===== src/rtl/multi_phase_clkgen_pkg.sv =====
// Shared constants for the multi-phase clock generator: reset divisor,
// minimum legal divisor and the lock-tracking state encoding.
package clkgen_pkg;

  localparam int DEFAULT_DIV = 4;
  localparam int MIN_DIV     = 2;

  localparam logic [0:0] LOCKING = 1'b0;
  localparam logic [0:0] LOCKED  = 1'b1;

endpackage


===== src/rtl/multi_phase_clkgen_if.sv =====
// Control/status bundle of the clock generator: divisor/offset load request
// going in, phase-offset square waves, edge pulses and status coming out.
interface multi_phase_clkgen_if #(
  parameter int NUM_PHASES = 2,
  parameter int DIV_WIDTH  = 8
);

  logic                            div_load;
  logic [DIV_WIDTH-1:0]            div_value;
  logic [NUM_PHASES*DIV_WIDTH-1:0] phase_off;
  logic [NUM_PHASES-1:0]           clk_out;
  logic [NUM_PHASES-1:0]           rise_en;
  logic [NUM_PHASES-1:0]           fall_en;
  logic [NUM_PHASES-1:0]           off_err;
  logic                            locked;

  modport master (
    output div_load, div_value, phase_off,
    input  clk_out, rise_en, fall_en, off_err, locked
  );

  modport slave (
    input  div_load, div_value, phase_off,
    output clk_out, rise_en, fall_en, off_err, locked
  );

endinterface


===== src/rtl/multi_phase_clkgen_phase_channel.sv =====
// One output channel: a toggle flop that flips when the shared counter hits
// this channel's offset, plus registered rise/fall pulses and the offset error.
module phase_channel #(
  parameter int DIV_WIDTH = 8
) (
  input  logic                 clk_i,
  input  logic                 rst_i,
  input  logic                 restart_i,
  input  logic [DIV_WIDTH-1:0] cnt_i,
  input  logic [DIV_WIDTH-1:0] off_i,
  input  logic [DIV_WIDTH-1:0] new_off_i,
  input  logic [DIV_WIDTH-1:0] new_div_i,
  output logic                 clk_o,
  output logic                 rise_o,
  output logic                 fall_o,
  output logic                 err_o
);

  logic clk_q, clk_d;
  logic rise_q, rise_d;
  logic fall_q, fall_d;
  logic err_q, err_d;
  logic toggle;

  // An out-of-range offset can never match the counter; gating on err_q
  // keeps the output parked low for the whole lifetime of that setting.
  assign toggle = !err_q && (cnt_i == off_i);

  always_comb begin
    clk_d  = clk_q ^ toggle;
    rise_d = toggle & ~clk_q;
    fall_d = toggle & clk_q;
    err_d  = err_q;
    if (restart_i) begin
      clk_d  = 1'b0;
      rise_d = 1'b0;
      fall_d = 1'b0;
      err_d  = (new_off_i >= new_div_i);
    end
  end

  always_ff @(posedge clk_i) begin
    if (rst_i) begin
      clk_q  <= 1'b0;
      rise_q <= 1'b0;
      fall_q <= 1'b0;
      err_q  <= (new_off_i >= new_div_i);
    end else begin
      clk_q  <= clk_d;
      rise_q <= rise_d;
      fall_q <= fall_d;
      err_q  <= err_d;
    end
  end

  assign clk_o  = clk_q;
  assign rise_o = rise_q;
  assign fall_o = fall_q;
  assign err_o  = err_q;

endmodule


===== src/rtl/multi_phase_clkgen.sv =====
// Multi-phase clock generator: one shared 0..D-1 counter drives NUM_PHASES
// toggle channels; divisor/offset changes are deferred to a counter wrap.
module multi_phase_clkgen #(
  parameter int NUM_PHASES  = 2,
  parameter int DIV_WIDTH   = 8,
  parameter int DEFAULT_DIV = clkgen_pkg::DEFAULT_DIV
) (
  input  logic                  clkin,
  input  logic                  RST,
  multi_phase_clkgen_if.slave   bus
);

  import clkgen_pkg::*;

  localparam int OFFW = NUM_PHASES * DIV_WIDTH;
  localparam logic [DIV_WIDTH-1:0] MIN_D = DIV_WIDTH'(MIN_DIV);
  localparam logic [DIV_WIDTH-1:0] RST_D = DIV_WIDTH'(DEFAULT_DIV);

  logic [DIV_WIDTH-1:0] cnt_q, cnt_d;
  logic [DIV_WIDTH-1:0] div_q, div_d;
  logic [OFFW-1:0]      off_q, off_d;
  logic                 pend_vld_q, pend_vld_d;
  logic [DIV_WIDTH-1:0] pend_div_q, pend_div_d;
  logic [OFFW-1:0]      pend_off_q, pend_off_d;
  logic [0:0]           state_q, state_d;
  logic                 wrapped_q, wrapped_d;

  logic                 wrap;
  logic                 apply;
  logic [DIV_WIDTH-1:0] load_div;
  logic [DIV_WIDTH-1:0] new_div;
  logic [OFFW-1:0]      new_off;

  logic [NUM_PHASES-1:0] clk_w, rise_w, fall_w, err_w;

  assign load_div = (bus.div_value < MIN_D) ? MIN_D : bus.div_value;
  assign wrap     = (cnt_q == div_q - 1'b1);
  assign apply    = wrap && (bus.div_load || pend_vld_q);

  // A request presented in the wrap cycle itself beats an older pending one;
  // under reset the channels reload from the port offsets and the reset divisor.
  always_comb begin
    new_div = pend_div_q;
    new_off = pend_off_q;
    if (RST) begin
      new_div = RST_D;
      new_off = bus.phase_off;
    end else if (bus.div_load) begin
      new_div = load_div;
      new_off = bus.phase_off;
    end
  end

  always_comb begin
    cnt_d      = wrap ? '0 : cnt_q + 1'b1;
    div_d      = div_q;
    off_d      = off_q;
    pend_vld_d = pend_vld_q;
    pend_div_d = pend_div_q;
    pend_off_d = pend_off_q;
    state_d    = state_q;
    wrapped_d  = wrapped_q;
    if (apply) begin
      div_d      = new_div;
      off_d      = new_off;
      pend_vld_d = 1'b0;
      state_d    = LOCKING;
      wrapped_d  = 1'b0;
    end else begin
      if (bus.div_load) begin
        pend_vld_d = 1'b1;
        pend_div_d = load_div;
        pend_off_d = bus.phase_off;
      end
      // Lock needs two complete wraps since the last apply or reset.
      if (wrap && state_q == LOCKING) begin
        if (wrapped_q) begin
          state_d   = LOCKED;
          wrapped_d = 1'b0;
        end else begin
          wrapped_d = 1'b1;
        end
      end
    end
  end

  always_ff @(posedge clkin) begin
    if (RST) begin
      cnt_q      <= '0;
      div_q      <= RST_D;
      off_q      <= bus.phase_off;
      pend_vld_q <= 1'b0;
      pend_div_q <= '0;
      pend_off_q <= '0;
      state_q    <= LOCKING;
      wrapped_q  <= 1'b0;
    end else begin
      cnt_q      <= cnt_d;
      div_q      <= div_d;
      off_q      <= off_d;
      pend_vld_q <= pend_vld_d;
      pend_div_q <= pend_div_d;
      pend_off_q <= pend_off_d;
      state_q    <= state_d;
      wrapped_q  <= wrapped_d;
    end
  end

  for (genvar k = 0; k < NUM_PHASES; k++) begin : g_chan
    phase_channel #(
      .DIV_WIDTH (DIV_WIDTH)
    ) u_chan (
      .clk_i     (clkin),
      .rst_i     (RST),
      .restart_i (apply),
      .cnt_i     (cnt_q),
      .off_i     (off_q[k*DIV_WIDTH +: DIV_WIDTH]),
      .new_off_i (new_off[k*DIV_WIDTH +: DIV_WIDTH]),
      .new_div_i (new_div),
      .clk_o     (clk_w[k]),
      .rise_o    (rise_w[k]),
      .fall_o    (fall_w[k]),
      .err_o     (err_w[k])
    );
  end

  assign bus.clk_out = clk_w;
  assign bus.rise_en = rise_w;
  assign bus.fall_en = fall_w;
  assign bus.off_err = err_w;
  assign bus.locked  = (state_q == LOCKED);

endmodule


===== src/flat_wrapper.sv =====
// flat-port wrapper written by rule: the top's interface ports become plain ports
module multi_phase_clkgen_flat import clkgen_pkg::*;
#(
  parameter int NUM_PHASES  = 2,
  parameter int DIV_WIDTH   = 8,
  parameter int DEFAULT_DIV = clkgen_pkg::DEFAULT_DIV
)
  (clkin, RST, bus_div_load, bus_div_value, bus_phase_off, bus_clk_out, bus_rise_en, bus_fall_en, bus_off_err, bus_locked);
  multi_phase_clkgen_if #(.NUM_PHASES(NUM_PHASES), .DIV_WIDTH(DIV_WIDTH)) bus_i ();
  input  logic clkin;
  input  logic RST;
  input wire logic [$bits(bus_i.div_load)-1:0] bus_div_load;
  input wire logic [$bits(bus_i.div_value)-1:0] bus_div_value;
  input wire logic [$bits(bus_i.phase_off)-1:0] bus_phase_off;
  output wire logic [$bits(bus_i.clk_out)-1:0] bus_clk_out;
  output wire logic [$bits(bus_i.rise_en)-1:0] bus_rise_en;
  output wire logic [$bits(bus_i.fall_en)-1:0] bus_fall_en;
  output wire logic [$bits(bus_i.off_err)-1:0] bus_off_err;
  output wire logic [$bits(bus_i.locked)-1:0] bus_locked;
  assign bus_i.div_load = bus_div_load;
  assign bus_i.div_value = bus_div_value;
  assign bus_i.phase_off = bus_phase_off;
  assign bus_clk_out = bus_i.clk_out;
  assign bus_rise_en = bus_i.rise_en;
  assign bus_fall_en = bus_i.fall_en;
  assign bus_off_err = bus_i.off_err;
  assign bus_locked = bus_i.locked;
  multi_phase_clkgen #(.NUM_PHASES(NUM_PHASES), .DIV_WIDTH(DIV_WIDTH), .DEFAULT_DIV(DEFAULT_DIV)) u_core (.clkin(clkin), .RST(RST), .bus(bus_i));
endmodule

===== config.mk =====
export PLATFORM = sky130hd
export DESIGN_NAME = multi_phase_clkgen_flat
export DESIGN_NICKNAME = d
export VERILOG_FILES = /design/src/rtl/multi_phase_clkgen_pkg.sv /design/src/rtl/multi_phase_clkgen_if.sv /design/src/rtl/multi_phase_clkgen_phase_channel.sv /design/src/rtl/multi_phase_clkgen.sv /design/src/flat_wrapper.sv
export SDC_FILE = /design/constraint.sdc
export NUM_CORES = 1
export LEC_CHECK = 0
export ABC_AREA = 1
export ABC_CLOCK_PERIOD_IN_PS = 5200
export BUFFER_PORTS_ARGS = -buffer_cell sky130_fd_sc_hd__buf_4
export CORE_UTILIZATION = 47
export CTS_CLUSTER_SIZE = 16
export DETAILED_ROUTE_END_ITERATION = 8
export HOLD_SLACK_MARGIN = 0.1
export PLACE_DENSITY = 0.71
export SYNTH_ARGS = -nofsm -noshare
export SYNTH_HDL_FRONTEND = slang
export SYNTH_SLANG_ARGS = --single-unit

===== constraint.sdc =====
create_clock -name clkin -period 5.2 [get_ports clkin]
set_input_delay 0 -clock clkin [delete_from_list [all_inputs] [get_ports clkin]]
set_output_delay 0 -clock clkin [all_outputs]
set_load 0.01 [all_outputs]

==> results of run 1 <==
[path summary, 6_finish.rpt]
kind | cells past startpoint | from | endpoint | slack (ps)
worst max-delay path | 13 | u_core.div_q[0] | u_core.off_q[2] | 2480
worst min-delay path | 7 | bus_div_value[3] | u_core.pend_div_q[3] | 120
worst max register to register | 13 | u_core.div_q[0] | u_core.off_q[2] | 2480
worst min register to register | 2 | u_core.pend_vld_q | u_core.pend_vld_q | 480
[cells by family after synthesis]
family	count (synthesis)
compound gates	51
xor+xnor	13
fa+ha+maj	22
buf+inv	88
flops	67
mux	16
simple gates	278
[through the flow]
step	utilization, %	hold slack, ps	setup WS, ps	std cells
2_1_floorplan	-	140	3180	535
3_3_place_gp	52.2	355	2550	647
3_5_place_dp	52.2	360	2490	647
4_1_cts	56.6	108	2470	681
5_1_grt	56.6	140	2200	681
6_report	56.6	117	2480	681
[cell usage after synthesis, drive strengths merged]
cell type | number | area share [%]
a211oi | 1 | 0.19
a21oi | 13 | 1.7
a31oi | 1 | 0.16
and2 | 1 | 0.16
buf | 17 | 3.1
clkbuf | 9 | 0.88
dfxtp | 49 | 25
edfxtp | 18 | 14
ha | 22 | 7.1
inv | 62 | 6.0
mux2i | 16 | 4.2
nand2 | 161 | 16
nand3 | 20 | 2.6
nand4 | 4 | 0.81
nor2 | 83 | 8.3
nor3 | 3 | 0.39
nor3b | 2 | 0.39
nor4 | 3 | 0.49
o2111ai | 4 | 0.91
o21ai | 30 | 3.9
o22ai | 2 | 0.32
or2 | 1 | 0.16
xnor2 | 3 | 0.68
xor2 | 10 | 2.3
[critical path, cell delays in order, from the launching register on]
cell	delay (ps)
dfxtp_1	340
inv_1	100
ha_1	270
inv_1	90
nand2_1	60
nand2_1	70
nand2_1	40
nand2_1	70
nor2_1	50
nand2_1	70
nor2_2	40
nand4_2	60
buf_4	460
nand2_2	560
[layout make-up]
cell class	instances	area share, %
Multi-Input combinational cell	380	43.8
Sequential cell	67	34.3
Timing Repair Buffer	54	10.1
Inverter	62	5.24
Clock buffer	11	2.96
Tap cell	102	2.87
Clock inverter	5	0.704
[sequential cells by signal, summed over array words and instances, names as in the netlist]
signal / flops
u_core.off_q: 16
u_core.pend_off_q: 16
u_core.cnt_q: 8
u_core.div_q: 8
u_core.pend_div_q: 8
u_core.g_chan.u_chan.clk_o: 2
u_core.g_chan.u_chan.err_o: 2
u_core.g_chan.u_chan.fall_o: 2
u_core.g_chan.u_chan.rise_o: 2
u_core.bus.locked: 1
u_core.pend_vld_q: 1
u_core.wrapped_q: 1
[power breakdown]
group | leakage [nW] | total, W | switching (W) | internal (W)
combinational | 1.63 | 0.000772 | 0.000488 | 0.000284
sequential | 0.581 | 0.000769 | 0.0000910 | 0.000678
clock | 0.0831 | 0.000373 | 0.000202 | 0.000171
[per-layer routing]
layer,vias to the layer above,part of all wire (%),track usage (%)
met3,18,5.2,6.08
li1,1761,-,-
met5,-,0,0
met4,0,2.2,7.81
met1,1498,47,26.6
met2,94,46,34.3
==> reports/qor.csv, run 1 <==
metric;value;unit
status;finished, final reports clean;
most frequent cells in the layout;nand2_1, nor2_1, inv_1, dfxtp_1, buf_4;
crit end category;flip-flop;
register area share after synthesis;39.5;%
drt wl/cell;12.1;um
Worst Path Required;5140;ps
Layout Area Growth over Synthesis;15.3;%
worst-skew pair later-pin latency;350;ps
Startpoint Class;flip-flop;
die area;8570;sq um
mux contribution to synthesized area;4.16;%
Lkg Pwr;2.29;nW
most common cell after layout, fill and taps aside;nand2_1;
root cell of the clock tree;clkbuf_8;
DR DRC count;0;
simple logic cell fraction of the synthesized area;29.1;%
Total Routed Length;8210;um
Power Density;431;nW/um^2
Max IR drop VDD;204;uV
worst-path maximum fanout;57;
GPL Wtd Cong;0.862;
Cell Area, Placed;4100;sq um
hpwl dp;5900;um
Worst Skew;6.49;ps
Die Wd;92.6;um
Nets;623;
vias per cell;4.95;
Hold-fix buffers, CTS;18;
layout cells sized above 1;10.0;%
synthesized area per cell;7.20;sq um
Tot GR Track Use;21.1;%
antenna violations before repair;0;
distinct cell type count after synthesis;31;
crit path DAT;2650;ps
vias in the first global route;3132;
RSZ-0062 raised after global routing;no;
fraction of synthesized cell area in xor and xnor cells;2.95;%
first-pass GRT wire length;14100;um
drt pass-1 iters;5;
CTS H-tree depth;3;
core area;7850;sq um
Num CTS Buffers;9;
CTS clk-pin slew, worst paths;70;ps
GR Overflow Total;0;
FF+latch count, synth;67;
FF/Latch Area;1520;sq um
Mapped Cells;535;
Final Max Tran Viols;0;
CP Class;reg2reg;
Fin Setup TNS;0;ps
antenna cells;0;
Multi-input gate area;1950;sq um
Syn Std Cell Area;3850;sq um
largest family of logic cells by synthesized area;simple AND/OR/NAND/NOR gates;
fin area;4440;sq um
I/O pin total;36;
pin count of the biggest net entering global routing;58;
Synth Net Count;584;
post-cts sizing count;0;
Compound-Gate Fraction of Synth Area;7.18;%
type of the most critical hold path;in2reg;
crit share post-route;52.3;%
FILL cells;765;
DR vias;3371;
Starting Density;49.1;%
max-cap violations;0;
Die H;92.6;um
Final Hold Vio Count;0;
fmax;368;MHz
CTS tree;yes;
Synthesis Warnings;0;
measured slew at the worst slew-check pin;689;ps
Total Power;0.00191;W
Period minus WS final;2720;ps
adder-cell area share of the yosys netlist;7.14;%
First DRT Iteration DRCs;165;
Max-slew headroom;53.9;%
# rows;32;
Final ANT Viol Nets;0;
IO buf count;35;
clock buffer depth;2;
endpoints failing setup;0;
postcts setup bufs;0;
CTS sink count;67;
Power figures use the tool's default switching activity.
==> inputs of run 2 (changes only) <==
--- a/config.mk
+++ b/config.mk
@@ -6,13 +6,13 @@
 export NUM_CORES = 1
 export LEC_CHECK = 0
 export ABC_AREA = 1
-export ABC_CLOCK_PERIOD_IN_PS = 5200
+export ABC_CLOCK_PERIOD_IN_PS = 2200
 export BUFFER_PORTS_ARGS = -buffer_cell sky130_fd_sc_hd__buf_4
 export CORE_UTILIZATION = 47
 export CTS_CLUSTER_SIZE = 16
 export DETAILED_ROUTE_END_ITERATION = 8
 export HOLD_SLACK_MARGIN = 0.1
-export PLACE_DENSITY = 0.71
+export PLACE_DENSITY = 0.73
 export SYNTH_ARGS = -nofsm -noshare
 export SYNTH_HDL_FRONTEND = slang
 export SYNTH_SLANG_ARGS = --single-unit
==> constraint.sdc (replaced) <==
create_clock -name clkin -period 2.2 [get_ports clkin]
set_input_delay 0 -clock clkin [delete_from_list [all_inputs] [get_ports clkin]]
set_output_delay 0 -clock clkin [all_outputs]
set_load 0.01 [all_outputs]
==> run 2 against run 1 <==
Combinational power grew to 2.6 times the previous value. Wire length rose by 5.7%. First-iteration DRC count rose by 3.6%. Critical path type unchanged. Sequential cell count is the same. Sequential share of layout area fell by 0.99 points. Setup slack got worse by 2300 ps. Utilization up 1.7 points. Hold slack improved by 4.7 ps. Via count rose by 3.2%. Total power is 150% higher. Register-to-register slack lost 2300 ps. Die area unchanged.
==> reports/qor.csv, run 2 (synthesized netlist as in run 1, its figures left out) <==
metric;value;unit
DR DRC count;0;
First DRT Iteration DRCs;171;
vias in the first global route;3166;
endpoints failing setup;0;
most common cell after layout, fill and taps aside;nand2_1;
antenna cells;0;
Final ANT Viol Nets;0;
CP Class;reg2reg;
IO buf count;35;
drt pass-1 iters;4;
drt wl/cell;12.6;um
Max-slew headroom;63.1;%
Hold Path Origin;bus_div_value[6];
crit share post-route;91.5;%
DP Cell Count;655;
worst-skew pair later-pin latency;350;ps
CTS sink count;67;
pin count of the biggest net entering global routing;48;
Fin Setup TNS;0;ps
type of the most critical hold path;in2reg;
Regs by FF count;u_core.off_q x16, u_core.pend_off_q x16;
antenna violations before repair;0;
status;finished, final reports clean;
fin cells;691;
Die Wd;92.6;um
Lkg Pwr;2.35;nW
crit end category;flip-flop;
Starting Density;49.1;%
setup ws final;188;ps
R2R Setup Slk;190;ps
first-pass GRT wire length;14400;um
crit path DAT;2070;ps
I/O pin total;36;
dpl ws;131;ps
most frequent cells in the layout;nand2_1, nor2_1, inv_1, dfxtp_1, buf_4;
Worst Path Required;2260;ps
end of the worst hold path;u_core.pend_div_q[6];
FILL cells;740;
vias per cell;5.03;
FF-to-FF Start;u_core.div_q[0];
Hold Path Stages;7;
DR vias;3479;
R2R depth;12;
worst-path maximum fanout;12;
RR Endpoint;u_core.off_q[6];
Max IR drop VDD;553;uV
Layout Area Growth over Synthesis;18.7;%
CTS clk-pin slew, worst paths;70;ps
GR Overflow Total;0;
max-cap violations;0;
Nets;633;
Period minus WS final;2010;ps
hpwl dp;6460;um
Startpoint Class;flip-flop;
layout cells sized above 1;11.5;%
Worst Skew;8.50;ps
Power Density;1030;nW/um^2
Total Routed Length;8680;um
GPL Wtd Cong;0.928;
root cell of the clock tree;clkbuf_8;
Final Hold Vio Count;0;
clock buffer depth;2;
Num CTS Buffers;9;
measured slew at the worst slew-check pin;548;ps
CTS H-tree depth;3;
# rows;32;
Final Max Tran Viols;0;
CTS tree;yes;
Tot GR Track Use;21.4;%
fmax;497;MHz
core area;7850;sq um
Die H;92.6;um
die area;8570;sq um
-- run 2: cell count changes in the layout (fill, tap and decap cells not counted) --
| cell | delta |
|---|---|
| nand4_2 | -1 |
| clkinvlp_4 | +1 |
| clkinv_2 | -2 |
| clkinv_1 | +1 |
| clkbuf_1 | -1 |
| buf_12 | +3 |
| inv_6 | +1 |
| buf_4 | +7 |
| nand4_4 | +1 |
| nand2_4 | +1 |
| nand2_2 | -1 |
-- run 2: stage by stage --
stage          util [%]  hold slack (ps)  cell area [sq um]  total power [W]
4_1_cts            57.9              106               4550          0.00467
3_5_place_dp       53.5              348               4200          0.00373
6_report           58.3              122               4570          0.00469
2_1_floorplan         -              140               3850          0.00325
3_3_place_gp       53.5              360               4200          0.00366
5_1_grt            58.3              161               4570          0.00507
-- run 2: final cells by class --
cell class / instances / area, sq um / area share (%)
clock buffers: 10 / 128 / 2.79
multi-input cells: 380 / 1960 / 42.9
flip-flops and latches: 67 / 1520 / 33.3
inverters: 62 / 233 / 5.09
well taps: 102 / 128 / 2.79
clock inverters: 6 / 41.3 / 0.903
repair buffers: 64 / 563 / 12.3
-- run 2: worst max path at each step --
stage / startpoint / endpoint / cells past startpoint
2_1_floorplan: u_core.div_q[0] / u_core.g_chan[0].u_chan.err_o / 10
3_3_place_gp: bus_div_value[6] / u_core.g_chan[0].u_chan.err_o / 11
3_5_place_dp: u_core.div_q[0] / u_core.off_q[13] / 12
4_1_cts: u_core.div_q[1] / u_core.off_q[14] / 10
5_1_grt: u_core.div_q[1] / u_core.g_chan[0].u_chan.rise_o / 12
6_report: u_core.div_q[0] / u_core.off_q[6] / 12
-- run 2: worst max-delay path, stage by stage, from the launching register on --
cell and delay (ps):
dfxtp_1 350, inv_1 70, ha_1 240, inv_1 80, nand2_1 60, nand3_1 80
nand2_1 70, nor2_1 140, nand2_1 80, nor2_2 120, nand4_4 130, nand2_4 150
buf_12 150
-- run 2: power by group --
part	switching, W	leakage, nW	internal (W)	total, W
combinational	0.00121	1.69	0.000760	0.00197
clock	0.000491	0.0803	0.000409	0.000900
sequential	0.000224	0.581	0.00160	0.00183
-- run 2: timing repair --
item,CTS,global route
endpoints found under the setup margin,0,26
setup buffers,0,2
hold buffers,18,0
hold endpoints to repair,33,0
resized for setup,0,2
-- run 2: routing by layer --
metal | GRT usage [%] | part of all wire, %
met4 | 7.68 | 1.4
met2 | 34.8 | 48
met3 | 4.68 | 4.0
met5 | 0 | 0
met1 | 27.7 | 47
